===== config.mk =====
export PLATFORM = sky130hd
export DESIGN_NAME = systolic_feeder_flat
export DESIGN_NICKNAME = d
export VERILOG_FILES = /design/src/rtl/systolic_feeder_pkg.sv /design/src/rtl/systolic_feeder_if.sv /design/src/rtl/systolic_feeder_skew_line.sv /design/src/rtl/systolic_feeder.sv /design/src/flat_wrapper.sv
export SDC_FILE = /design/constraint.sdc
export NUM_CORES = 1
export LEC_CHECK = 0
export BUFFER_PORTS_ARGS = -buffer_cell sky130_fd_sc_hd__clkbuf_2
export CAP_MARGIN = 10
export CORE_MARGIN = 2
export CORE_UTILIZATION = 46
export CTS_CLUSTER_SIZE = 14
export DETAILED_ROUTE_END_ITERATION = 10
export PLACE_DENSITY = 0.7
export SLEW_MARGIN = 0
export SYNTH_ARGS = -nofsm -noshare
export SYNTH_HDL_FRONTEND = slang
export SYNTH_SLANG_ARGS = --single-unit

===== constraint.sdc =====
create_clock -name clk -period 2.3 [get_ports clk]
set_input_delay 0.115 -clock clk [delete_from_list [all_inputs] [get_ports clk]]
set_output_delay 0.115 -clock clk [all_outputs]
set_load 0.05 [all_outputs]

===== src/rtl/systolic_feeder_pkg.sv =====
// ---------------------------------------------------------------------------
// systolic_feeder_pkg
// Shared definitions for the systolic array feeder: the FSM state type, the
// drain-length helper that sizes the FLUSH window, and the lane slice helper
// used to locate one element lane inside a packed slice bus.
// ---------------------------------------------------------------------------
package systolic_feeder_pkg;

  // Tile sequencing phases of the feeder.
  typedef enum logic [1:0] {
    IDLE   = 2'd0,
    FEED   = 2'd1,
    FLUSH  = 2'd2,
    STREAM = 2'd3
  } feeder_state_e;

  // Cycles needed after the last beat for the farthest PE (bottom-right corner)
  // to see its last operands and for the MAC pipeline to retire the final sum.
  function automatic int flush_len(input int rows, input int cols,
                                   input int mult_lat, input int add_lat);
    return rows + cols - 2 + mult_lat + add_lat + 1;
  endfunction

  // Low bit index of element lane 'lane' in a packed bus of 'width'-bit lanes.
  function automatic int lane_lo(input int lane, input int width);
    return lane * width;
  endfunction

endpackage


===== src/rtl/systolic_feeder_if.sv =====
// ---------------------------------------------------------------------------
// systolic_feeder_if
// Bundles the feeder's beat handshake, slice inputs and array-edge outputs.
//   master : tile producer (drives start/in_valid/a_slice/b_slice)
//   slave  : the feeder (drives in_ready, edge data, control pulses, status)
// Signals:
//   start, in_valid, in_ready      tile start and beat handshake
//   a_slice [ROWS*IN_WIDTH]        A column slice, lane r = A[r][k]
//   b_slice [COLS*IN_WIDTH]        B row slice,    lane c = B[k][c]
//   row_data_out / col_data_out    skewed west / north edge data
//   rst_accumulator_out            clears corner MAC accumulator
//   stream_out_rdy_out             starts psum drain at corner MAC
//   busy, tile_done                status
// ---------------------------------------------------------------------------
interface systolic_feeder_if #(
  parameter int IN_WIDTH = 8,
  parameter int ROWS     = 4,
  parameter int COLS     = 4
);

  logic                     start;
  logic                     in_valid;
  logic                     in_ready;
  logic [ROWS*IN_WIDTH-1:0] a_slice;
  logic [COLS*IN_WIDTH-1:0] b_slice;
  logic [ROWS*IN_WIDTH-1:0] row_data_out;
  logic [COLS*IN_WIDTH-1:0] col_data_out;
  logic                     rst_accumulator_out;
  logic                     stream_out_rdy_out;
  logic                     busy;
  logic                     tile_done;

  modport master (
    output start, in_valid, a_slice, b_slice,
    input  in_ready, row_data_out, col_data_out,
    input  rst_accumulator_out, stream_out_rdy_out, busy, tile_done
  );

  modport slave (
    input  start, in_valid, a_slice, b_slice,
    output in_ready, row_data_out, col_data_out,
    output rst_accumulator_out, stream_out_rdy_out, busy, tile_done
  );

endinterface


===== src/rtl/systolic_feeder_skew_line.sv =====
// ---------------------------------------------------------------------------
// skew_line
// DEPTH-stage shift register for one edge lane; DEPTH = lane index + 1 gives
// the diagonal skew so each PE sees matching A/B operands on the same cycle.
// Ports:
//   clk     clock
//   rst_n   asynchronous active-low reset, clears every stage
//   data_i  lane head value (already zero-muxed by the top)
//   data_o  value presented DEPTH cycles later
// ---------------------------------------------------------------------------
module skew_line #(
  parameter int WIDTH = 8,
  parameter int DEPTH = 1
) (
  input  logic             clk,
  input  logic             rst_n,
  input  logic [WIDTH-1:0] data_i,
  output logic [WIDTH-1:0] data_o
);

  logic [WIDTH-1:0] stage_q [DEPTH];

  // Shift chain: stage 0 captures the head, later stages ripple forward.
  always_ff @(posedge clk or negedge rst_n) begin
    if (!rst_n) begin
      for (int i = 0; i < DEPTH; i++) begin
        stage_q[i] <= '0;
      end
    end else begin
      stage_q[0] <= data_i;
      for (int i = 1; i < DEPTH; i++) begin
        stage_q[i] <= stage_q[i-1];
      end
    end
  end

  assign data_o = stage_q[DEPTH-1];

endmodule


===== src/rtl/systolic_feeder.sv =====
// ---------------------------------------------------------------------------
// systolic_feeder
// Transmit side of the MAC array streaming protocol. Accepts K reduction beats
// per tile (A column slice + B row slice), drives the west/north array edges
// with diagonal skew, and sequences rst_accumulator / stream_out_rdy so every
// tile accumulates from zero and is drained exactly once.
// Ports:
//   clk    clock
//   rst_n  asynchronous active-low reset; aborts any tile in progress
//   bus    systolic_feeder_if.slave (handshake, slices, edge data, status)
// ---------------------------------------------------------------------------
module systolic_feeder
  import systolic_feeder_pkg::*;
#(
  parameter int IN_WIDTH = 8,
  parameter int ROWS     = 4,
  parameter int COLS     = 4,
  parameter int K        = 4,
  parameter int MULT_LAT = 3,
  parameter int ADD_LAT  = 1
) (
  input  logic             clk,
  input  logic             rst_n,
  systolic_feeder_if.slave bus
);

  localparam int FLUSH_LEN = flush_len(ROWS, COLS, MULT_LAT, ADD_LAT);
  localparam int BEAT_W    = $clog2(K + 1);
  localparam int FLUSH_W   = $clog2(FLUSH_LEN + 1);
  localparam int STRM_W    = $clog2(COLS + 1);

  localparam logic [BEAT_W-1:0]  BEAT_LAST  = BEAT_W'(K - 1);
  localparam logic [FLUSH_W-1:0] FLUSH_LAST = FLUSH_W'(FLUSH_LEN - 1);
  localparam logic [STRM_W-1:0]  STRM_LAST  = STRM_W'(COLS - 1);

  feeder_state_e      state_q, state_d;
  logic [BEAT_W-1:0]  beat_cnt_q, beat_cnt_d;
  logic [FLUSH_W-1:0] flush_cnt_q, flush_cnt_d;
  logic [STRM_W-1:0]  strm_cnt_q, strm_cnt_d;
  logic               rst_acc_q, rst_acc_d;

  logic accept;
  logic in_ready;
  logic busy;
  logic stream_rdy;
  logic tile_done;

  logic [ROWS*IN_WIDTH-1:0] row_data;
  logic [COLS*IN_WIDTH-1:0] col_data;

  assign accept = bus.in_valid && (state_q == FEED);

  // State and counter registers; rst_acc sits in the same stage as lane 0 so
  // it lines up with beat 0 at the corner PE.
  always_ff @(posedge clk or negedge rst_n) begin
    if (!rst_n) begin
      state_q     <= IDLE;
      beat_cnt_q  <= '0;
      flush_cnt_q <= '0;
      strm_cnt_q  <= '0;
      rst_acc_q   <= 1'b0;
    end else begin
      state_q     <= state_d;
      beat_cnt_q  <= beat_cnt_d;
      flush_cnt_q <= flush_cnt_d;
      strm_cnt_q  <= strm_cnt_d;
      rst_acc_q   <= rst_acc_d;
    end
  end

  // Next-state logic. Bubbles in FEED hold beat_cnt; start outside IDLE is dropped.
  always_comb begin
    state_d     = state_q;
    beat_cnt_d  = beat_cnt_q;
    flush_cnt_d = flush_cnt_q;
    strm_cnt_d  = strm_cnt_q;
    rst_acc_d   = accept && (beat_cnt_q == '0);
    unique case (state_q)
      IDLE: begin
        if (bus.start) begin
          state_d    = FEED;
          beat_cnt_d = '0;
        end
      end
      FEED: begin
        if (accept) begin
          if (beat_cnt_q == BEAT_LAST) begin
            state_d     = FLUSH;
            beat_cnt_d  = '0;
            flush_cnt_d = '0;
          end else begin
            beat_cnt_d = beat_cnt_q + 1'b1;
          end
        end
      end
      FLUSH: begin
        if (flush_cnt_q == FLUSH_LAST) begin
          state_d     = STREAM;
          flush_cnt_d = '0;
          strm_cnt_d  = '0;
        end else begin
          flush_cnt_d = flush_cnt_q + 1'b1;
        end
      end
      STREAM: begin
        if (strm_cnt_q == STRM_LAST) begin
          state_d    = IDLE;
          strm_cnt_d = '0;
        end else begin
          strm_cnt_d = strm_cnt_q + 1'b1;
        end
      end
      default: state_d = IDLE;
    endcase
  end

  // Control outputs decoded from the current state. tile_done marks the last
  // STREAM cycle so busy drops on the following cycle.
  always_comb begin
    in_ready   = 1'b0;
    busy       = 1'b0;
    stream_rdy = 1'b0;
    tile_done  = 1'b0;
    in_ready   = (state_q == FEED);
    busy       = (state_q != IDLE);
    stream_rdy = (state_q == STREAM) && (strm_cnt_q == '0);
    tile_done  = (state_q == STREAM) && (strm_cnt_q == STRM_LAST);
  end

  // West edge: lane r head carries the accepted element or zero, skewed r+1.
  for (genvar r = 0; r < ROWS; r++) begin : g_row
    logic [IN_WIDTH-1:0] head;
    assign head = accept ? bus.a_slice[lane_lo(r, IN_WIDTH) +: IN_WIDTH] : '0;
    skew_line #(.WIDTH(IN_WIDTH), .DEPTH(r + 1)) u_skew (
      .clk    (clk),
      .rst_n  (rst_n),
      .data_i (head),
      .data_o (row_data[lane_lo(r, IN_WIDTH) +: IN_WIDTH])
    );
  end

  // North edge: same scheme per column lane, skewed c+1.
  for (genvar c = 0; c < COLS; c++) begin : g_col
    logic [IN_WIDTH-1:0] head;
    assign head = accept ? bus.b_slice[lane_lo(c, IN_WIDTH) +: IN_WIDTH] : '0;
    skew_line #(.WIDTH(IN_WIDTH), .DEPTH(c + 1)) u_skew (
      .clk    (clk),
      .rst_n  (rst_n),
      .data_i (head),
      .data_o (col_data[lane_lo(c, IN_WIDTH) +: IN_WIDTH])
    );
  end

  assign bus.in_ready            = in_ready;
  assign bus.busy                = busy;
  assign bus.stream_out_rdy_out  = stream_rdy;
  assign bus.tile_done           = tile_done;
  assign bus.rst_accumulator_out = rst_acc_q;
  assign bus.row_data_out        = row_data;
  assign bus.col_data_out        = col_data;

endmodule

===== src/flat_wrapper.sv =====
// flat-port wrapper written by rule: the top's interface ports become plain ports
module systolic_feeder_flat import systolic_feeder_pkg::*;
#(
  parameter int IN_WIDTH = 8,
  parameter int ROWS     = 4,
  parameter int COLS     = 4,
  parameter int K        = 4,
  parameter int MULT_LAT = 3,
  parameter int ADD_LAT  = 1
)
  (clk, rst_n, bus_start, bus_in_valid, bus_a_slice, bus_b_slice, bus_in_ready, bus_row_data_out, bus_col_data_out, bus_rst_accumulator_out, bus_stream_out_rdy_out, bus_busy, bus_tile_done);
  systolic_feeder_if #(.IN_WIDTH(IN_WIDTH), .ROWS(ROWS), .COLS(COLS)) bus_i ();
  input  logic clk;
  input  logic rst_n;
  input wire logic [$bits(bus_i.start)-1:0] bus_start;
  input wire logic [$bits(bus_i.in_valid)-1:0] bus_in_valid;
  input wire logic [$bits(bus_i.a_slice)-1:0] bus_a_slice;
  input wire logic [$bits(bus_i.b_slice)-1:0] bus_b_slice;
  output wire logic [$bits(bus_i.in_ready)-1:0] bus_in_ready;
  output wire logic [$bits(bus_i.row_data_out)-1:0] bus_row_data_out;
  output wire logic [$bits(bus_i.col_data_out)-1:0] bus_col_data_out;
  output wire logic [$bits(bus_i.rst_accumulator_out)-1:0] bus_rst_accumulator_out;
  output wire logic [$bits(bus_i.stream_out_rdy_out)-1:0] bus_stream_out_rdy_out;
  output wire logic [$bits(bus_i.busy)-1:0] bus_busy;
  output wire logic [$bits(bus_i.tile_done)-1:0] bus_tile_done;
  assign bus_i.start = bus_start;
  assign bus_i.in_valid = bus_in_valid;
  assign bus_i.a_slice = bus_a_slice;
  assign bus_i.b_slice = bus_b_slice;
  assign bus_in_ready = bus_i.in_ready;
  assign bus_row_data_out = bus_i.row_data_out;
  assign bus_col_data_out = bus_i.col_data_out;
  assign bus_rst_accumulator_out = bus_i.rst_accumulator_out;
  assign bus_stream_out_rdy_out = bus_i.stream_out_rdy_out;
  assign bus_busy = bus_i.busy;
  assign bus_tile_done = bus_i.tile_done;
  systolic_feeder #(.IN_WIDTH(IN_WIDTH), .ROWS(ROWS), .COLS(COLS), .K(K), .MULT_LAT(MULT_LAT), .ADD_LAT(ADD_LAT)) u_core (.clk(clk), .rst_n(rst_n), .bus(bus_i));
endmodule

# [Word-level counts from Yosys, hierarchy flattened]
# Index checks and enable logic that the tools add are counted.
[word_totals] input_bits=68 reg_bits=173 output_inout_bits=69 wordCells=79
[classes] addsub=3 reduce_logical=15 n_mux=25 eq_ne=11
[op_table] op="$mux W8" n=8
[op_table] op="$mux W3" n=5
[op_table] op="$mux W4" n=3
[op_table] op="$pmux W3 S2" n=2
[op_table] op="$mux W2" n=5
[op_table] op="$ne A2 B1 Y1 const B" n=4
[op_table] op="$pmux W2 S4" n=1
[op_table] op="$pmux W4 S2" n=1
[op_table] op="$reduce_bool A2 Y1" n=4
[op_table] op="$add A3 B1 Y3 const B" n=2
[op_table] op="$eq A3 B2 Y1 const B" n=2
[op_table] op="$logic_not A3 Y1" n=2
[op_table] op="$reduce_and A3 Y1" n=2
[op_table] op="$reduce_and A5 Y1" n=1
[op_table] op="$add A4 B1 Y4 const B" n=1
[op_table] op="$eq A2 B2 Y1 const B" n=2
[op_table] op="$eq A4 B4 Y1 const B" n=1
[op_table] op="$logic_and A1 B1 Y1" n=4
[op_table] op="$eq A2 B1 Y1 const B" n=1
[op_table] op="$logic_not A2 Y1" n=1
[op_table] op="$ne A2 B2 Y1 const B" n=1
[op_table] op="$reduce_and A2 Y1" n=1

# [Longest topological paths before layout]
# Gate-level depths: netlist of the first run.
[logic_depth] word_depth=4 ltp_mapped=6 depth_no_buf=6

# [Cells and area by module]
# Synthesis of the first run repeated with hierarchy kept, for this count alone.
[hier_totals] hier_cells=368 area_unflattened_um2=5646.7
[by_module_without_submodules] mod="skew_line at u_core.g_col[3].u_skew ..." instances=2 seq_area_each_um2=800.8 cells_per_inst=40 area_each_um2=860.8
[by_module_without_submodules] mod="skew_line at u_core.g_col[2].u_skew ..." instances=2 seq_area_each_um2=600.6 cells_per_inst=32 area_each_um2=660.6
[by_module_without_submodules] mod="systolic_feeder" instances=1 seq_area_each_um2=325.3 cells_per_inst=160 area_each_um2=1282.5
[by_module_without_submodules] mod="skew_line at u_core.g_col[1].u_skew ..." instances=2 seq_area_each_um2=400.4 cells_per_inst=24 area_each_um2=460.4
[by_module_without_submodules] mod="skew_line at u_core.g_col[0].u_skew ..." instances=2 seq_area_each_um2=200.2 cells_per_inst=8 area_each_um2=200.2

# [Least setup slack after synthesis of the first run]
# No wires, ideal clock.
[synth_timing] path_kind="flip-flop to flip-flop" startpoint="reg u_core.state_q[1]" endpoint="reg u_core.flush_cnt_q[3]" setup_slack_ns=0.305 setup_time_ns=0.069 required_ns=2.231 synth_period_minus_slack_ns=1.995 stages_incl_launch_ff=7 path_buffers=0 t_arrival_ns=1.926 path_cell_list="dfrtp_1 inv_1 ha_1 nand2_1 a2bb2oi_2 or4_1 nand3_1"
[synth_between] elab_chain_cells=4 elab_cells_between_ends=8 classes_between="4 x eq/ne; 1 x mux; 3 x reduce/logical"
[synth_lines] element="start: declaration" line_no="systolic_feeder.sv:36" rtl="feeder_state_e state_q, state_d;"
[synth_lines] element="start signal: assignment" line_no="systolic_feeder.sv:63" rtl="state_q <= state_d;"
[synth_lines] element="$eq A2 B1 Y1 *"
[synth_lines] element="via bus_in_ready" line_no="flat_wrapper.sv:19" rtl="output wire logic [$bits(bus_i.in_ready)-1:0] bus_in_ready;"
[synth_lines] element="$logic_and A1 B1 Y1" line_no="systolic_feeder.sv:51" rtl="assign accept = bus.in_valid && (state_q == FEED);"
[synth_lines] element="$ne A2 B1 Y1 (no source line)"
[synth_lines] element="$reduce_and A3 Y1 (no source line)"
[synth_lines] element="end signal: assignment" line_no="systolic_feeder.sv:65" rtl="flush_cnt_q <= flush_cnt_d;"
[synth_lines] element="end: declaration" line_no="systolic_feeder.sv:38" rtl="logic [FLUSH_W-1:0] flush_cnt_q, flush_cnt_d;"
# Mark *: on every way through the listed nets, which the timed path passes. The rest lies on a longest branch.
# A chain may end at the register's enable or synchronous reset.

# [Final worst setup path of the first run]
[layout_timing] startpoint="reg u_core.state_q[1]" endpoint="reg u_core.state_q[1]"
[layout_between] elab_chain_cells=4 elab_cells_between_ends=12 classes_between="8 x eq/ne; 1 x mux; 3 x reduce/logical"
[layout_lines] element="$eq A2 B1 Y1" line_no="systolic_feeder.sv:51, systolic_feeder.sv:78"
[layout_lines] element="$logic_and A1 B1 Y1" line_no="systolic_feeder.sv:51"
[layout_lines] element="$ne A2 B1 Y1 (no source line)"
[layout_lines] element="$reduce_and A5 Y1 (no source line)"
# Several ways; a longest one is shown, not always the timed one.

==> flow_summary.yaml, run 1 <==
routing:
  dr.pass1.iters: 4
  vias_per_cell: 4.61
  detail-route-antenna-nets: 0
  avgRoutedWirePerCell_microns: 14.5
  drt-total-wl_microns: 9960
  route.vias.total: 3175
  drt_iter0_drc: 154
  drc: 0
global_route:
  grt_pass1_vias: 3401
  use_met1_pct: 19.3
  grt_pass1_wl_microns: 16300
  busiest_layer: "met2"
  grt_use_total_pct: 16.6
  grt-ovfl-total: 0
  antenna_found_initial: 0
  grt_max_degree: 64
  groute.layer.met2.usage_pct: 27.7
  use_met3_pct: 6.14
critical_path:
  cp-end-kind: "flop"
  reg2reg_slack_ns: 0.44
  arrival_ns: 2.17
  critPathLaunchType: "flop"
  cp_max_fo: 9
  cp.required_ns: 2.61
  crit_type: "reg2reg"
clock_tree:
  clock_path_buffers: 2
  clock_sinks: 173
  clock_latency_ns: 0.42
  clkTransAtPathRegs_ns: 0.06
  htreeDepth: 4
  ctsHoldBuffers: 65
  cts_made_buffers: 17
  cts_root_buffer: "clkbuf_16"
  cts_tree: "yes"
  cts_resized: 0
  post_cts_buffers: 0
cells_and_area:
  num-fill-cells: 855
  areaGrowthSynthToFinish_pct: 33.1
  mostFrequentLayoutCells: "dfrtp_1, clkbuf_2, dlygate4sd3_1"
  drive_above_1_share_pct: 32.9
  nets: 608
  final_common_cell: "dfrtp_1"
  fin_util_pct: 62.6
  antenna_cells: 0
synth:
  ys_types: 30
  syn_nets: 445
  ys_ff_latch: 173
  postSynthCellCount: 365
  yosys_warnings: 0
  avgSynthCellArea_sq_um: 15.4
  seq_area_frac_synth_pct: 77.0
  synth.cell_area_sq_um: 5630
timing:
  period_minus_slack_ns: 1.86
  drv_slew: 0
  finalSetupViolCount: 0
  tns_ns: 0
  skew_ns: 0.00940
  hold_viol: 0
  worstMarginPinSlew_ns: 0.506
  min_period_over_period_pct: 81.1
  grt_setup_unrepaired: "false"
  max_clock_freq_ghz: 0.536
  slew-limit-headroom_pct: 66.3
placement:
  place.gp.congestion: 0.709
  port_buffers: 136
  dpl.hpwl_microns: 5800
floorplan:
  initial_core_util_pct: 47.0
  placementRows: 40
  pin_count: 137
  coreArea_sq_um: 12000
  die_area_sq_um: 13100
  die_y_microns: 115
  die-width_microns: 115
pwr:
  peakVddDrop_mv: 0.685
  power_density_nw_per_um2: 1180
  leakage_nw: 4.20
flow_run:
  max-cap-violations: 0
hold_path:
  min_path_type: "in2reg"
run_status:
  status: "complete, no violations"
## stage by stage
stage	worst slack [ns]	std cells	cell area [sq um]	power, mW	hold slack, ns
2_1_floorplan	0.305	365	5630	5.18	-0.181
3_3_place_gp	0.571	591	6150	5.45	0.0938
3_5_place_dp	0.446	591	6150	5.54	0.108
4_1_cts	0.437	688	7490	8.89	0.142
5_1_grt	0.294	688	7490	9.24	0.185
6_report	0.435	688	7490	8.82	0.167
## synth_stat cells
cell type	instances	area share, %
nor2b_1	1	0.11
nor2_1	2	0.13
dfrtp_1	173	77
nand2b_1	1	0.11
a21boi_0	2	0.27
mux2_1	1	0.20
a32o_1	2	0.36
ha_1	12	2.7
nand3_1	4	0.36
buf_4	48	6.4
a32oi_1	1	0.16
nand4_1	1	0.11
clkbuf_1	14	0.93
mux2i_1	1	0.18
a2bb2oi_2	1	0.27
a222oi_1	1	0.18
a22oi_1	1	0.13
nor3b_1	1	0.13
and4b_1	1	0.18
o21ai_0	8	0.71
inv_1	12	0.80
and3b_1	1	0.16
nand3b_1	1	0.13
nand2b_4	1	0.24
a22o_1	1	0.16
mux2_2	1	0.20
nand2_1	6	0.40
or4_1	1	0.13
and3_1	64	7.1
or2_2	1	0.11
## flip-flops by register name (all words and copies together), names as in the netlist
register                        flops
u_core.g_col.u_skew.stage_q        48
u_core.g_row.u_skew.stage_q        48
u_core.g_col.u_skew.data_o         32
u_core.g_row.u_skew.data_o         32
u_core.flush_cnt_q                  4
u_core.beat_cnt_q                   3
u_core.strm_cnt_q                   3
u_core.state_q                      2
u_core.bus.rst_accumulator_out      1
## critical path, stage by stage, from the launching register on
cell and delay, ns:
dfrtp_1 0.39, inv_1 0.11, ha_1 0.30, a222oi_1 0.44, nand3_1 0.16, mux2_1 0.34
## final timing paths
kind | startpoint | end | depth (start not counted)
max reg2reg | u_core.state_q[1] | u_core.state_q[1] | 5
min reg2reg | u_core.g_col[2].u_skew.stage_q[18] | u_core.g_col[2].u_skew.stage_q[10] | 0
max in group asynchronous | rst_n | u_core.g_row[3].u_skew.data_o[4] | 3
max | u_core.state_q[1] | u_core.state_q[1] | 5
min in group asynchronous | rst_n | u_core.g_row[1].u_skew.stage_q[12] | 2
min | bus_in_valid | u_core.g_row[1].u_skew.stage_q[9] | 2
## metal layers
| metal | part of all wire (%) | wire, microns |
|---|---|---|
| met1 | 39 | 3920 |
| met2 | 52 | 5160 |
| met3 | 6.3 | 623 |
| met4 | 2.6 | 263 |
| met5 | 0 | 0 |
## kinds of logic (layout without fill, tap and decap cells)
| family | Yosys count | count (layout) | synth area share (%) |
|---|---|---|---|
| flip-flops | 173 | 173 | 77.0 |
| AND/OR/NAND/NOR | 86 | 86 | 9.43 |
| buffers and inverters | 74 | 250 | 8.14 |
| AO/OA/AOI/OAI | 17 | 17 | 2.22 |
| adder cells (fa/ha/maj) | 12 | 12 | 2.67 |
| multiplexers | 3 | 3 | 0.578 |
## power by group
group / internal [mW] / switching, mW / total [mW]
logic: 0.557 / 1.35 / 1.90
registers: 3.51 / 0.168 / 3.68
clock network: 2.10 / 1.14 / 3.24
## layout make-up
cell class	count	area, sq um	share of cell area [%]
clock buffer	19	453	6.05
sequential	173	4330	57.8
inverter	12	45.0	0.602
tap	147	184	2.46
multi-input combinational	118	841	11.2
timing repair buffer	206	1400	18.7
clock inverter	13	235	3.14
Power figures use the tool's default switching activity.
==> inputs of run 2 (changes only) <==
--- a/config.mk
+++ b/config.mk
@@ -5,6 +5,7 @@
 export SDC_FILE = /design/constraint.sdc
 export NUM_CORES = 1
 export LEC_CHECK = 0
+export ABC_AREA = 1
 export BUFFER_PORTS_ARGS = -buffer_cell sky130_fd_sc_hd__clkbuf_2
 export CAP_MARGIN = 10
 export CORE_MARGIN = 2
==> constraint.sdc (replaced) <==
create_clock -name clk -period 1.85 [get_ports clk]
set_input_delay 0.0925 -clock clk [delete_from_list [all_inputs] [get_ports clk]]
set_output_delay 0.0925 -clock clk [all_outputs]
set_load 0.05 [all_outputs]
==> flow_summary.yaml, run 2 <==
cells_and_area:
  nets: 701
  areaGrowthSynthToFinish_pct: 31.0
  mostFrequentLayoutCells: "dfrtp_1, clkbuf_2, inv_1"
  final_common_cell: "dfrtp_1"
  drive_above_1_share_pct: 28.8
  reg.largest.list: "u_core.g_col.u_skew.stage_q (48), u_core.g_row.u_skew.stage_q (48)"
  fin_area_sq_um: 7510
global_route:
  grt_use_total_pct: 16.2
  grt_max_degree: 50
  grt_pass1_vias: 3617
  grt-ovfl-total: 0
  antenna_found_initial: 0
  grt_pass1_wl_microns: 16200
routing:
  drt-total-wl_microns: 9880
  drc: 0
  vias_per_cell: 4.14
  drt_iter0_drc: 186
  avgRoutedWirePerCell_microns: 12.3
  detail-route-antenna-nets: 0
  dr.pass1.iters: 4
  route.vias.total: 3321
clock_tree:
  clock_sinks: 173
  clkTransAtPathRegs_ns: 0.06
  cts_tree: "yes"
  clock_latency_ns: 0.41
  clock_path_buffers: 2
  cts_made_buffers: 17
  htreeDepth: 4
  cts_root_buffer: "clkbuf_16"
  post_cts_buffers: 0
synth:
  avgSynthCellArea_sq_um: 12.8
  synthArstFlopShare_pct: 100
  ys_top_cells_by_count: "dfrtp_1, inv_1, nor2_1"
  postSynthCellCount: 450
  synth_top_area_share_pct: 75.4
  synth.cell_area_sq_um: 5740
  synthFlopType: "dfrtp_1"
  syn_nets: 530
  ys_ff_latch: 173
  ys_types: 22
  synth_edf_count: 0
  synth.area.top_cells: "dfrtp_1, buf_4, inv_1"
  yosys_warnings: 0
  yosysMostFrequentCell: "dfrtp_1"
  seq_area_frac_synth_pct: 75.4
  yosys.area.top_type: "dfrtp_1"
placement:
  post_dp_cell_area_sq_um: 6310
  dpl.hpwl_microns: 6080
  port_buffers: 136
  place.gp.congestion: 0.782
floorplan:
  die_y_microns: 116
  pin_count: 137
  placementRows: 40
  initial_core_util_pct: 47.4
  die_area_sq_um: 13400
  die-width_microns: 116
  coreArea_sq_um: 12100
timing:
  hold_viol: 0
  max_clock_freq_ghz: 0.573
  period_minus_slack_ns: 1.75
  min_period_over_period_pct: 94.3
  drv_slew: 0
  worstMarginPinSlew_ns: 0.451
  slew-limit-headroom_pct: 69.9
  grt_setup_unrepaired: "false"
  tns_ns: 0
  skew_ns: 0.00723
  finalSetupViolCount: 0
  whs_ns: 0.133
run_status:
  status: "complete, no violations"
pwr:
  total_power_mw: 10.1
  peakVddDrop_mv: 0.959
  leakage_nw: 4.30
  power_density_nw_per_um2: 1350
critical_path:
  cp.required_ns: 1.76
  crit_type: "reg2out"
  cp_max_fo: 8
  critPathLaunchType: "flop"
  cp-end-kind: "primary output"
  arrival_ns: 1.65
  crit_path_start: "u_core.state_q[1]"
  r2r-start: "u_core.state_q[1]"
flow_run:
  max-cap-violations: 0
hold_path:
  min_path_type: "in2reg"
  hold_start: "bus_start"
==> run 2: cell count changes in the layout (fill, tap and decap cells not counted), sizes merged, moves of 4 or more <==
cell    previous run  this run
nor2               2        72
inv               14        83
and3              64         0
nand2              6        28
nand3              4        11
bufinv             6         0
a21oi              0         4
==> run 2: worst paths after layout <==
| kind | end | slack (ns) | cells past startpoint |
|---|---|---|---|
| worst max-delay path | bus_in_ready | 0.10 | 3 |
| worst min-delay path | u_core.beat_cnt_q[1] | 0.13 | 4 |
| worst max register to register | u_core.flush_cnt_q[1] | 0.32 | 6 |
| worst min register to register | u_core.g_col[3].u_skew.stage_q[16] | 0.34 | 0 |
| max in group asynchronous | u_core.g_row[3].u_skew.data_o[0] | 1.03 | 3 |
| min in group asynchronous | u_core.g_row[2].u_skew.stage_q[17] | 0.19 | 2 |
==> run 2: cell families after synthesis <==
logic type                 after synthesis  share of synthesized area [%]
AOI/OAI and AO/OA                       11                           1.02
DFF                                    173                           75.4
and+or+nand+nor                        116                           8.53
buffers and inverters                  137                           12.2
adders and majority gates               12                           2.62
xor gates and xnor gates                 1                          0.153
==> run 2: metrics by stage <==
step / setup WS [ns] / utilization, % / cells
2_1_floorplan: 0.0447 / - / 450
3_3_place_gp: 0.483 / 52.1 / 705
3_5_place_dp: 0.338 / 52.1 / 705
4_1_cts: 0.0107 / 62.0 / 801
5_1_grt: 0.00769 / 62.0 / 801
6_report: 0.105 / 62.0 / 802
==> run 2: repair_timing <==
item,in CTS,in global routing
endpoints found under the hold margin,109,0
resized for setup,0,3
endpoints found under the setup margin,0,1
hold buffers,65,0
==> run 2: critical path, cell delays in order (launching register included) <==
cell	delay (ns)
dfrtp_1	0.41
inv_1	0.14
ha_1	0.35
clkbuf_2	0.34
==> run 2: routing by layer <==
| layer | wire, microns | global-route usage, % | share of wire, % | vias up |
|---|---|---|---|---|
| li1 | - | - | - | 1603 |
| met1 | 4000 | 17.9 | 41 | 1613 |
| met2 | 5280 | 28.1 | 53 | 91 |
| met3 | 403 | 5.07 | 4.1 | 14 |
| met4 | 193 | 8.41 | 2.0 | 0 |
| met5 | 0 | 0 | 0 | - |
==> run 2: area by class of cell <==
cell class / instances / area [sq um]
multi-input combinational: 140 / 709
clock inverter: 9 / 61.3
clock buffer: 22 / 484
sequential: 173 / 4330
inverter: 82 / 308
antenna: 1 / 2.50
fill: 942 / 4600
tap: 168 / 210
timing repair buffer: 207 / 1410
==> run 2: power by group <==
group          total, mW  switching [mW]  leakage, nW  internal (mW)
Combinational       2.35            1.72         1.66          0.629
Sequential          4.56           0.199         2.37           4.36
Clock               3.21            1.36        0.268           1.85
==> inputs of run 3 (changes only) <==
--- a/config.mk
+++ b/config.mk
@@ -12,6 +12,7 @@
 export CORE_UTILIZATION = 46
 export CTS_CLUSTER_SIZE = 14
 export DETAILED_ROUTE_END_ITERATION = 10
+export GPL_TIMING_DRIVEN = 0
 export PLACE_DENSITY = 0.7
 export SLEW_MARGIN = 0
 export SYNTH_ARGS = -nofsm -noshare
==> flow_summary.yaml, run 3 (synthesized netlist as in run 2, its figures left out) <==
timing:
  period_minus_slack_ns: 1.76
  worstMarginPinSlew_ns: 0.540
  max_clock_freq_ghz: 0.568
  fin_ws_ns: 0.0880
  grt_setup_unrepaired: "false"
  finalSetupViolCount: 0
  whs_ns: 0.134
  min_period_over_period_pct: 95.2
  skew_ns: 0.00827
  slew-limit-headroom_pct: 64.0
  drv_slew: 0
  hold_viol: 0
critical_path:
  arrival_ns: 1.67
  cp-end-kind: "primary output"
  crit_family: "buffers and inverters"
  slowest_stage: "dfrtp_1"
  slowest_delay_ns: 0.42
  path_buf_inv: 2
  crit_path_cell_trace: "inv_1 > ha_1 > clkbuf_2"
  critPathLaunchType: "flop"
  cp_max_fo: 8
  cp.required_ns: 1.76
  r2r-start: "u_core.state_q[1]"
  crit_path_start: "u_core.state_q[1]"
  crit_type: "reg2out"
cells_and_area:
  stdcell_count: 852
  nets: 751
  final_common_cell: "dfrtp_1"
  mostFrequentLayoutCells: "dfrtp_1, clkbuf_2, inv_1"
  antenna_cells: 0
  areaGrowthSynthToFinish_pct: 37.4
  reg.largest.list: "u_core.g_col.u_skew.stage_q (48), u_core.g_row.u_skew.stage_q (48)"
  drive_above_1_share_pct: 33.8
pwr:
  leakage_nw: 4.55
  total_power_mw: 10.5
  power_density_nw_per_um2: 1330
  peakVddDrop_mv: 0.832
clock_tree:
  clock_latency_ns: 0.42
  clock_path_buffers: 2
  cts_tree: "yes"
  htreeDepth: 4
  cts_resized: 0
  clkTransAtPathRegs_ns: 0.07
  cts_made_buffers: 17
  cts_root_buffer: "clkbuf_16"
  clock_sinks: 173
routing:
  detail-route-antenna-nets: 0
  dr.pass1.iters: 4
  vias_per_cell: 4.13
  drc: 0
  avgRoutedWirePerCell_microns: 12.0
  route.vias.total: 3521
  drt-total-wl_microns: 10200
  drt_iter0_drc: 217
placement:
  dp_cells: 755
  place.gp.congestion: 0.800
  port_buffers: 136
  dp_slack_ns: 0.307
  dpl.hpwl_microns: 6140
global_route:
  grt-ovfl-total: 0
  grt_use_total_pct: 16.5
  antenna_found_initial: 0
  grt_pass1_vias: 3717
  grt_pass1_wl_microns: 16400
  grt_max_degree: 119
floorplan:
  coreArea_sq_um: 12100
  die-width_microns: 116
  placementRows: 40
  die_area_sq_um: 13400
  die_y_microns: 116
  initial_core_util_pct: 47.4
  pin_count: 137
run_status:
  status: "complete, no violations"
flow_run:
  max-cap-violations: 0
hold_path:
  min_path_type: "in2reg"
  hold_start: "bus_in_valid"
-- run 3: cell types whose count changed in the layout (fill, tap and decap cells not counted), moves of 3 or more --
cell,change
inv_6,+3
clkinv_2,-3
buf_2,+6
buf_4,+43
clkbuf_8,-3
-- run 3: through the flow --
stage                     instance area [sq um]  util (%)  setup TNS [ns]
after CTS                                  7880      65.1               0
after floorplan                            5740         -               0
after global routing                       7880      65.1               0
after global placement                     6630      54.7         -360.35
final                                      7880      65.1               0
after detailed placement                   6670      55.0               0
-- run 3: routing by layer --
metal | wire, microns | up-vias | track usage (%)
met1 | 4000 | 1684 | 18.1
met2 | 5450 | 105 | 28.8
met5 | 0 | - | 0
met4 | 306 | 0 | 8.57
li1 | - | 1706 | -
met3 | 474 | 26 | 5.02
-- run 3: final cells by class --
cell class	instances	area, sq um
inverter	82	308
tap	168	210
clock inverter	14	138
sequential	173	4330
multi-input combinational	140	707
buffer	55	394
fill	878	4230
clock buffer	18	429
timing repair buffer	202	1370
-- run 3: final timing paths --
kind / to / slack [ns] / depth (start not counted)
max: bus_in_ready / 0.09 / 3
min: u_core.flush_cnt_q[3] / 0.13 / 6
max reg2reg: u_core.g_row[0].u_skew.data_o[7] / 0.32 / 6
min reg2reg: u_core.g_row[3].u_skew.stage_q[12] / 0.34 / 0
max in group asynchronous: u_core.g_row[1].u_skew.stage_q[12] / 0.77 / 3
min in group asynchronous: u_core.g_row[3].u_skew.stage_q[13] / 0.19 / 2
-- run 3: worst reg2reg max path, stage by stage, from the launching register on --
cell	delay, ns
dfrtp_1	0.40
inv_1	0.11
ha_1	0.20
nand2_1	0.10
buf_2	0.26
buf_2	0.27
nor2_1	0.07
-- run 3: timing repair --
item                      CTS  global route
hold endpoints to repair  119             0
buffers inserted            0             0
hold buffers               65             0
-- run 3: where the power goes --
group | switching (mW) | internal [mW]
logic | 1.75 | 0.797
clock network | 1.49 | 1.88
registers | 0.210 | 4.36
